`src/rtl/stack_ctrl.sv`:
```
// Stack controller: top-of-stack held in a register, remaining items spilled to
// an external single-port synchronous RAM. One command in flight at a time.
module stack_ctrl #(
  parameter int DATA_W = 32,
  parameter int DEPTH  = 256,
  parameter int ADDR_W = 8
) (
  input  logic              CLK,
  input  logic              RST,
  input  logic              cmd_valid,
  output logic              cmd_ready,
  input  logic [2:0]        cmd_op,
  input  logic [DATA_W-1:0] cmd_data,
  output logic              rsp_valid,
  output logic              rsp_error,
  output logic [DATA_W-1:0] top,
  output logic [ADDR_W:0]   count,
  output logic              empty,
  output logic              full,
  output logic [ADDR_W-1:0] ram_addr,
  output logic              ram_we,
  output logic [DATA_W-1:0] ram_wdata,
  input  logic [DATA_W-1:0] ram_rdata
);

  typedef enum logic [1:0] {IDLE, RD, WB, SWR} state_e;

  localparam logic [2:0] OP_NOP  = 3'd0;
  localparam logic [2:0] OP_PUSH = 3'd1;
  localparam logic [2:0] OP_POP  = 3'd2;
  localparam logic [2:0] OP_INC  = 3'd3;
  localparam logic [2:0] OP_ADD  = 3'd4;
  localparam logic [2:0] OP_SWAP = 3'd5;

  localparam logic [ADDR_W:0] CNT_ONE  = (ADDR_W+1)'(1);
  localparam logic [ADDR_W:0] CNT_TWO  = (ADDR_W+1)'(2);
  localparam logic [ADDR_W:0] CNT_FULL = (ADDR_W+1)'(DEPTH);

  state_e              state_q, state_d;
  logic [2:0]          op_q, op_d;
  logic [DATA_W-1:0]   top_q, top_d;
  logic [ADDR_W:0]     count_q, count_d;
  logic                rsp_valid_q, rsp_valid_d;
  logic                rsp_error_q, rsp_error_d;
  logic [ADDR_W-1:0]   ram_addr_q, ram_addr_d;
  logic                ram_we_q, ram_we_d;
  logic [DATA_W-1:0]   ram_wdata_q, ram_wdata_d;

  logic [ADDR_W:0]     cnt_m1, cnt_m2;
  logic [ADDR_W-1:0]   sp, sp_below;
  logic                is_empty, is_full, lt_two;

  // sp indexes the RAM slot the current top would spill into; sp_below holds
  // the item directly under top.
  assign cnt_m1   = count_q - CNT_ONE;
  assign cnt_m2   = count_q - CNT_TWO;
  assign sp       = cnt_m1[ADDR_W-1:0];
  assign sp_below = cnt_m2[ADDR_W-1:0];
  assign is_empty = (count_q == '0);
  assign is_full  = (count_q == CNT_FULL);
  assign lt_two   = (count_q < CNT_TWO);

  always_comb begin
    state_d     = state_q;
    op_d        = op_q;
    top_d       = top_q;
    count_d     = count_q;
    rsp_valid_d = 1'b0;
    rsp_error_d = 1'b0;
    ram_addr_d  = ram_addr_q;
    ram_we_d    = 1'b0;
    ram_wdata_d = ram_wdata_q;

    case (state_q)
      IDLE: begin
        if (cmd_valid) begin
          op_d        = cmd_op;
          rsp_valid_d = 1'b1;
          case (cmd_op)
            OP_NOP: ;
            OP_PUSH: begin
              if (is_full) begin
                rsp_error_d = 1'b1;
              end else begin
                if (!is_empty) begin
                  ram_we_d    = 1'b1;
                  ram_addr_d  = sp;
                  ram_wdata_d = top_q;
                end
                top_d   = cmd_data;
                count_d = count_q + CNT_ONE;
              end
            end
            OP_POP: begin
              if (is_empty) begin
                rsp_error_d = 1'b1;
              end else if (count_q == CNT_ONE) begin
                top_d   = '0;
                count_d = '0;
              end else begin
                rsp_valid_d = 1'b0;
                ram_addr_d  = sp_below;
                state_d     = RD;
              end
            end
            OP_INC: begin
              if (is_empty) rsp_error_d = 1'b1;
              else          top_d = top_q + DATA_W'(1);
            end
            OP_ADD, OP_SWAP: begin
              if (lt_two) begin
                rsp_error_d = 1'b1;
              end else begin
                rsp_valid_d = 1'b0;
                ram_addr_d  = sp_below;
                state_d     = RD;
              end
            end
            default: rsp_error_d = 1'b1;
          endcase
        end
      end

      // RAM samples the held address at the end of this cycle.
      RD: state_d = WB;

      WB: begin
        case (op_q)
          OP_SWAP: begin
            top_d       = ram_rdata;
            ram_we_d    = 1'b1;
            ram_wdata_d = top_q;
            state_d     = SWR;
          end
          OP_ADD: begin
            top_d       = top_q + ram_rdata;
            count_d     = cnt_m1;
            rsp_valid_d = 1'b1;
            state_d     = IDLE;
          end
          default: begin
            top_d       = ram_rdata;
            count_d     = cnt_m1;
            rsp_valid_d = 1'b1;
            state_d     = IDLE;
          end
        endcase
      end

      SWR: begin
        rsp_valid_d = 1'b1;
        state_d     = IDLE;
      end

      default: state_d = IDLE;
    endcase
  end

  always_ff @(posedge CLK) begin
    if (RST) begin
      state_q     <= IDLE;
      op_q        <= OP_NOP;
      top_q       <= '0;
      count_q     <= '0;
      rsp_valid_q <= 1'b0;
      rsp_error_q <= 1'b0;
      ram_addr_q  <= '0;
      ram_we_q    <= 1'b0;
      ram_wdata_q <= '0;
    end else begin
      state_q     <= state_d;
      op_q        <= op_d;
      top_q       <= top_d;
      count_q     <= count_d;
      rsp_valid_q <= rsp_valid_d;
      rsp_error_q <= rsp_error_d;
      ram_addr_q  <= ram_addr_d;
      ram_we_q    <= ram_we_d;
      ram_wdata_q <= ram_wdata_d;
    end
  end

  assign cmd_ready = (state_q == IDLE);
  assign rsp_valid = rsp_valid_q;
  assign rsp_error = rsp_error_q;
  assign top       = top_q;
  assign count     = count_q;
  assign empty     = is_empty;
  assign full      = is_full;
  assign ram_addr  = ram_addr_q;
  assign ram_we    = ram_we_q;
  assign ram_wdata = ram_wdata_q;

endmodule

```
`config.mk`:
```
export PLATFORM = sky130hd
export DESIGN_NAME = stack_ctrl
export DESIGN_NICKNAME = d
export VERILOG_FILES = /design/src/rtl/stack_ctrl.sv
export SDC_FILE = /design/constraint.sdc
export NUM_CORES = 1
export LEC_CHECK = 0
export BUFFER_PORTS_ARGS = -buffer_cell sky130_fd_sc_hd__buf_4
export CAP_MARGIN = 0
export CORE_MARGIN = 4
export CORE_UTILIZATION = 40
export CTS_BUF_LIST = sky130_fd_sc_hd__clkbuf_8
export CTS_CLUSTER_DIAMETER = 120
export CTS_CLUSTER_SIZE = 10
export DETAILED_ROUTE_END_ITERATION = 16
export PLACE_DENSITY = 0.66
export SKIP_LAST_GASP = 1
export SLEW_MARGIN = 15
export SYNTH_ARGS = -nofsm -noshare
export SYNTH_HDL_FRONTEND = slang
export SYNTH_SLANG_ARGS = --single-unit
```
`constraint.sdc`:
```
create_clock -name CLK -period 4 [get_ports CLK]
set_input_delay 0 -clock CLK [delete_from_list [all_inputs] [get_ports CLK]]
set_output_delay 0 -clock CLK [all_outputs]
set_load 0.02 [all_outputs]
```
==> summary.txt, run 1 <==
Setup path
  – CP Capture Type: flip-flop
  – FF-to-FF path depth: 9
  – Setup CP Type: reg -> reg
  – Crit path max fanout: 15
  – Worst r2r src: count[1]
  – Critical Path Start: count[1]
  – Worst EP arrival: 3.40 ns
  – R2r setup slk: 0.91 ns
  – Setup crit start kind: flip-flop
  – Reg2reg end: top[29]
  – WP data required: 4.31 ns
  – CP endpoint: top[29]

STA
  – Hold Slack: 0.0154 ns
  – Max transition margin: 34.2%
  – # setup viols final: 0
  – Setup TNS: 0 ns
  – Slew @ Worst Pin: 0.986 ns
  – RSZ-0062 raised after global routing: no
  – Tmin final: 3.09 ns
  – Final Slew Violations: 0
  – Tcrit/Tclk final: 77.3%
  – Final hold vios: 0
  – Clock Skew: 0.0170 ns
  – Max Clock Freq: 0.323 GHz

Global route
  – Grt ovf: 0
  – Antenna violations before repair: 0
  – GR Util met2: 38.2%
  – Vias in the first global route: 7274
  – GRT Resource Usage Total: 24.6%
  – Busiest layer in global routing: met2
  – Met3 usage: 2.92%
  – Largest net degree at the start of global routing: 85
  – Global-route wire length before repair: 39.5 mm
  – Met1 Use GR: 35.3%

Yosys
  – Mapped Area: 0.00704 mm2
  – Avg Inst Size Synth: 7.41 um2
  – Synthesized Nets: 1059
  – Ys flop type: dfxtp_1
  – Fraction of registers with async set/reset: 0%
  – Post-synth EDFFs: 0
  – Largest family of logic cells by synthesized area: compound AO/OA/AOI/OAI gates
  – Mux contribution to synthesized area: 1.58%
  – Post-synthesis adder-cell area fraction: 7.22%
  – Post-synthesis compound-gate area fraction: 30.1%
  – Synth Warn #: 0
  – Simple-gate share of the synthesized area: 24.6%
  – XOR/XNOR share of the synthesized area: 6.60%
  – Synthesis-stage register bit count: 89
  – Distinct cells, synth: 80
  – Sequential element share of the synthesized area: 25.3%
  – Cells after Synth: 949

Floorplan
  – Die Area: 0.0198 mm2
  – Io pins: 157
  – Die Span Y: 141 um
  – Core Area: 0.0173 mm2
  – Initial Util: 40.7%
  – Die X: 141 um
  – Row count: 48

Drt
  – Routed wire length per instance: 19.0 um
  – Post-route DRC violation count: 0
  – Via density: 6.00
  – Final ANT Viol Nets: 0
  – Final WL: 25.1 mm
  – Iteration-0 DRC Markers: 824
  – DR vias: 7919
  – Drt pass-1 iters: 5

Clock tree
  – Post-CTS Setup Inserts: 0
  – Clk slew on worst S/H paths: 0.10 ns
  – CTS tree: done
  – Clock buffer depth: 2
  – CTS sink count: 89
  – Worst skew pair latency: 0.39 ns
  – H-tree levels: 3
  – Post-CTS resize count: 0
  – CTS buffer count: 9
  – Root Driver: clkbuf_8

Finish
  – Inserted Diodes: 0
  – Layout filler cell count: 1743
  – Final Non-Filler Cells: 1319
  – Nets: 1199
  – FF+latch area: 0.00178 mm2
  – Multi-input gate area: 0.00495 mm2
  – Share of layout cells above drive strength 1: 19.5%
  – Synth-to-layout area growth: 24.0%

Min path
  – Hold Crit Class: in -> reg
  – Hold Path Stages: 5

Power
  – Pwr dens: 276 mW/mm2
  – Power, Total: 0.00240 W
  – VDD IR max: 0.000135 V
  – Pleak: 3.63 nW

Placed design
  – DP Wirelength: 18.3 mm
  – Final Wtd Congestion: 0.908
  – Dpl cells: 1287
  – IO Port Bufs: 156

Status
  – Status: finished clean

Job
  – Max-Cap Viols: 0
worst min path at each step:
stage / start / endpoint / slack (ns)
global route: ram_rdata[22] / top[22] / 0.05
floorplan: ram_rdata[14] / top[14] / 0.16
detailed placement: ram_rdata[14] / top[14] / 0.32
global placement: ram_rdata[14] / top[14] / 0.31
CTS: ram_rdata[15] / top[15] / 0.003
finish: ram_rdata[15] / top[15] / 0.02
layout make-up:
cell class,instances,area share (%)
well taps,225,3.23
clock buffers,9,1.42
inverters,14,0.602
repair buffers,189,16.7
flip-flops and latches,89,20.4
clock inverters,7,0.889
multi-input cells,786,56.7
cells by family (layout without fill, tap and decap cells):
| group | Yosys count | count (layout) |
|---|---|---|
| adder cells (fa/ha/maj) | 40 | 40 |
| buffers and inverters | 74 | 219 |
| multiplexers | 11 | 11 |
| flip-flops | 89 | 89 |
| AND/OR/NAND/NOR | 363 | 363 |
| XOR/XNOR | 53 | 53 |
| AO/OA/AOI/OAI | 319 | 319 |
flip-flops by register name, indices dropped and copies added (netlist names):
signal and count:
ram_we 1, rsp_error 1, rsp_valid 1, ram_wdata 32
op_q 3, state_q 2, count 9, ram_addr 8
top 32
worst max-delay path, cell delays in order, from the launching register on:
cell	delay, ns
dfxtp_1	0.37
inv_1	0.18
ha_1	0.29
nor4b_1	0.29
a31oi_1	0.17
o21bai_2	0.42
a21oi_4	0.17
nor2_1	0.63
a22oi_1	0.26
nor3_1	0.23
cells in the mapped netlist (6+ instances only):
cell / count / share of area [%]
nand2_1: 148 / 7.9
and3_1: 14 / 1.2
a221o_1: 6 / 0.85
nor3_1: 15 / 1.1
a221oi_1: 8 / 1.0
o21a_1: 7 / 0.75
o211ai_1: 16 / 1.7
nand3_1: 44 / 3.1
ha_1: 39 / 6.9
nor2_1: 67 / 3.6
nor3b_1: 6 / 0.64
a31oi_1: 12 / 1.1
dfxtp_1: 89 / 25
o31ai_1: 7 / 0.75
nand4_1: 16 / 1.4
inv_1: 14 / 0.75
a22oi_1: 7 / 0.75
a21oi_1: 113 / 8.0
a21o_1: 13 / 1.4
xor2_1: 33 / 4.1
xnor2_1: 20 / 2.5
nor2b_1: 8 / 0.71
a211oi_1: 16 / 1.7
nor4_1: 7 / 0.62
o21ai_0: 54 / 3.8
a311oi_1: 8 / 1.0
clkbuf_1: 44 / 2.3
and4_1: 8 / 1.0
mux2i_1: 10 / 1.4
buf_2: 9 / 0.64
where the power goes:
part	total (W)	switching, W	internal, W
combinational	0.000755	0.000439	0.000315
sequential	0.000988	0.0000649	0.000923
clock	0.000662	0.000368	0.000294
total	0.00240	0.000872	0.00153
layer usage:
metal | share of wire [%] | wire [um]
met5 | 0 | 0
met4 | 2.6 | 656
met3 | 7.6 | 1910
met2 | 44 | 11100
met1 | 46 | 11400
layout by cell type (no fill, tap or decap), types with 4 or more instances in the layout:
cell	count
xnor2_1	20
a221oi_1	8
nor3b_1	5
nand2_1	148
nor2_1	66
a221o_1	6
dlygate4sd3_1	16
xor2_1	33
and4_1	8
nor3_1	15
buf_4	173
a311oi_1	8
a31oi_1	12
o22ai_1	5
inv_1	14
nor2b_1	8
mux2i_1	10
nand3_1	44
nand4_1	16
a211oi_1	16
o21ai_0	54
o21a_1	7
a41oi_1	4
o211ai_1	16
o41ai_1	4
a22oi_1	6
clkbuf_8	9
or3_1	4
o31ai_1	7
dfxtp_1	89
ha_1	39
and3_1	14
a21o_1	13
nor4_1	7
a21oi_1	113
and2_1	5
nand2b_1	5
through the flow:
| step | worst slack, ns | cell area (um2) | util (%) |
|---|---|---|---|
| final | 0.906 | 8720 | 50.4 |
| after global routing | 0.657 | 8720 | 50.4 |
| after CTS | 0.944 | 8720 | 50.4 |
| after detailed placement | 0.976 | 8360 | 48.4 |
| after global placement | 1.04 | 8360 | 48.4 |
| after floorplan | 1.08 | 7040 | - |
what timing repair did:
action,CTS,global route
hold buffers,16,0
endpoints found under the hold margin,14,0
endpoints found under the setup margin,0,0
Note: power is estimated with default switching activity, not from simulation.
==> run 2, diff against run 1 <==
PLACE_DENSITY = 0.68   (was 0.66)
clock period = 2.5 ns   (was 4 ns; I/O delays follow)
==> summary.txt, run 2 (synthesis gave the netlist of run 1 again) <==
Floorplan
  – Die Area: 0.0198 mm2 (unchanged)
  – Die Span Y: 141 um (unchanged)
  – Initial Util: 40.7% (unchanged)
  – Row count: 48 (unchanged)
  – Die X: 141 um (unchanged)
  – Io pins: 157 (unchanged)
  – Core Area: 0.0173 mm2 (unchanged)

Global route
  – Global-route wire length before repair: 42.3 mm (was 39.5 mm)
  – GRT Resource Usage Total: 26.3% (was 24.6%)
  – Grt ovf: 0 (unchanged)
  – Vias in the first global route: 7918 (was 7274)
  – Antenna violations before repair: 0 (unchanged)
  – Largest net degree at the start of global routing: 50 (was 85)

Finish
  – Nets: 1318 (was 1199)
  – Leading cell type in the layout, fill and taps excluded: buf_4 (unchanged)
  – Synth-to-layout area growth: 40.5% (was 24.0%)
  – Final Non-Filler Cells: 1437 (was 1319)
  – Share of layout cells above drive strength 1: 30.9% (was 19.5%)
  – Final Instance Area: 0.00988 mm2 (was 0.00872 mm2)
  – Inserted Diodes: 0 (unchanged)
  – Most frequent cells in the layout: 289 x buf_4, 148 x nand2_1, 109 x a21oi_1, 80 x dfxtp_1, 64 x nor2_1 (was 173 x buf_4, 148 x nand2_1, 113 x a21oi_1, 89 x dfxtp_1, 66 x nor2_1)

Setup path
  – Setup CP Type: reg -> reg (unchanged)
  – R2r setup slk: -0.06 ns (was 0.91 ns)
  – Reg2reg end: top[30] (was top[29])
  – Setup crit start kind: flip-flop (unchanged)
  – Worst EP arrival: 2.88 ns (was 3.40 ns)
  – Worst r2r src: top[17] (was count[1])
  – Crit path max fanout: 6 (was 15)
  – WP data required: 2.82 ns (was 4.31 ns)
  – FF-to-FF path depth: 9 (unchanged)
  – CP Capture Type: flip-flop (unchanged)

STA
  – Final Slew Violations: 0 (unchanged)
  – Hold Slack: 0.0288 ns (was 0.0154 ns)
  – Max Clock Freq: 0.391 GHz (was 0.323 GHz)
  – Max transition margin: 58.4% (was 34.2%)
  – Worst setup margin: -0.0551 ns (was 0.906 ns)
  – RSZ-0062 raised after global routing: yes (was no)
  – Setup TNS: -0.0720 ns (was 0 ns)
  – Tmin final: 2.56 ns (was 3.09 ns)
  – Tcrit/Tclk final: 102% (was 77.3%)
  – Slew @ Worst Pin: 0.624 ns (was 0.986 ns)
  – Final hold vios: 0 (unchanged)
  – # setup viols final: 3 (was 0)
  – Clock Skew: 0.0212 ns (was 0.0170 ns)

Placed design
  – Placed cell area: 0.00926 mm2 (was 0.00836 mm2)
  – IO Port Bufs: 156 (unchanged)
  – DP Wirelength: 20.4 mm (was 18.3 mm)
  – Final Wtd Congestion: 0.971 (was 0.908)
  – Dpl cells: 1399 (was 1287)

Clock tree
  – Worst skew pair latency: 0.39 ns (about the same)
  – CTS tree: done (unchanged)
  – CTS sink count: 89 (unchanged)
  – Root Driver: clkbuf_8 (unchanged)
  – H-tree levels: 3 (unchanged)
  – CTS buffer count: 9 (unchanged)
  – Clk slew on worst S/H paths: 0.11 ns (was 0.10 ns)
  – Clock buffer depth: 2 (unchanged)

Power
  – Power, Total: 0.00399 W (was 0.00240 W)
  – Pleak: 4.22 nW (was 3.63 nW)
  – Reg power frac: 38.3% (was 41.1%)
  – Sw Pwr: 0.00145 W (was 0.000872 W)
  – VDD IR max: 0.000283 V (was 0.000135 V)
  – Logic gate share of total power: 38.1% (was 31.4%)
  – Cell-internal power: 0.00254 W (was 0.00153 W)
  – Clock network fraction of design power: 23.6% (was 27.5%)
  – Net Sw Frac: 36.4% (was 36.3%)
  – Pwr dens: 403 mW/mm2 (was 276 mW/mm2)

Status
  – Failing checks: negative setup slack
  – Status: finished, violations left (was finished clean)

Drt
  – Final WL: 27.2 mm (was 25.1 mm)
  – Final ANT Viol Nets: 0 (unchanged)
  – Via density: 5.90 (was 6.00)
  – Drt pass-1 iters: 5 (unchanged)
  – Iteration-0 DRC Markers: 699 (was 824)
  – Routed wire length per instance: 18.9 um (was 19.0 um)
  – DR vias: 8475 (was 7919)
  – Post-route DRC violation count: 0 (unchanged)

Min path
  – Hold Path Stages: 5 (unchanged)
  – Hold worst-path end: top[12] (was top[15])
  – Hold Startpoint: ram_rdata[12] (was ram_rdata[15])
  – Hold Crit Class: in -> reg (unchanged)

Job
  – Max-Cap Viols: 0 (unchanged)
## run 2: cell types whose count changed in the layout (fill, tap and decap cells not counted), sizes merged
cell,delta
buf,+117
dlygate4sd3,+2
bufinv,-1
clkbuf,+1
clkinv,-1
## run 2: cell type report
type                    instances  area [um2]
fillers                      1626        7410
clock buffers                  10         138
inverters                      14        52.6
well taps                     225         282
multi-input cells             786        5220
flip-flops and latches         89        1800
clock inverters                 5        25.0
repair buffers                308        2370
## run 2: how the worst max path moves through the flow
stage                     startpoint       to  slack [ns]
after floorplan               top[0]  top[24]       -0.13
after global placement        top[8]  top[19]       -0.09
after detailed placement      top[8]  top[19]       -0.12
after CTS                     top[0]  top[24]       -0.08
after global routing          top[0]  top[30]       -0.13
final                        top[17]  top[30]       -0.06
## run 2: per-stage QoR
stage	setup WS, ns	util, %
after floorplan	-0.129	-
after global placement	-0.0851	53.5
after detailed placement	-0.117	53.5
after CTS	-0.0755	56.0
after global routing	-0.127	57.1
final	-0.0551	57.1
## run 2: worst max-delay path: stages (launching register included)
cell and delay (ns):
dfxtp_1 0.34, ha_1 0.38, a21o_1 0.21, a211o_1 0.34, a2bb2oi_1 0.18, a32oi_1 0.33, nand4_1 0.21, nand3_1 0.16
mux2i_1 0.18, and3_1 0.15
## run 2: per-layer routing
metal / GRT usage (%) / vias up / routed length, um
met5: 0 / - / 0
met4: 9.89 / 0 / 777
met3: 3.90 / 52 / 2120
met2: 42.4 / 382 / 12800
met1: 35.6 / 4013 / 11500
li1: - / 4028 / -
## run 2: power by group through the flow
stage	combinational [W]	sequential [W]	clock, W
finish	0.00152	0.00153	0.000939
floorplan	0.000727	0.00165	0
global route	0.00164	0.00154	0.000998
CTS	0.00145	0.00152	0.000954
detailed placement	0.00140	0.00156	0
global placement	0.00139	0.00155	0
## run 2: what timing repair did
| action | CTS | global route |
|---|---|---|
| endpoints found under the hold margin | 16 | 0 |
| setup endpoints to repair | 11 | 19 |
| hold buffers | 18 | 0 |
| pin swaps | 15 | 24 |
| resized for setup | 8 | 39 |
| cloned | 0 | 0 |
| buffers inserted | 5 | 0 |
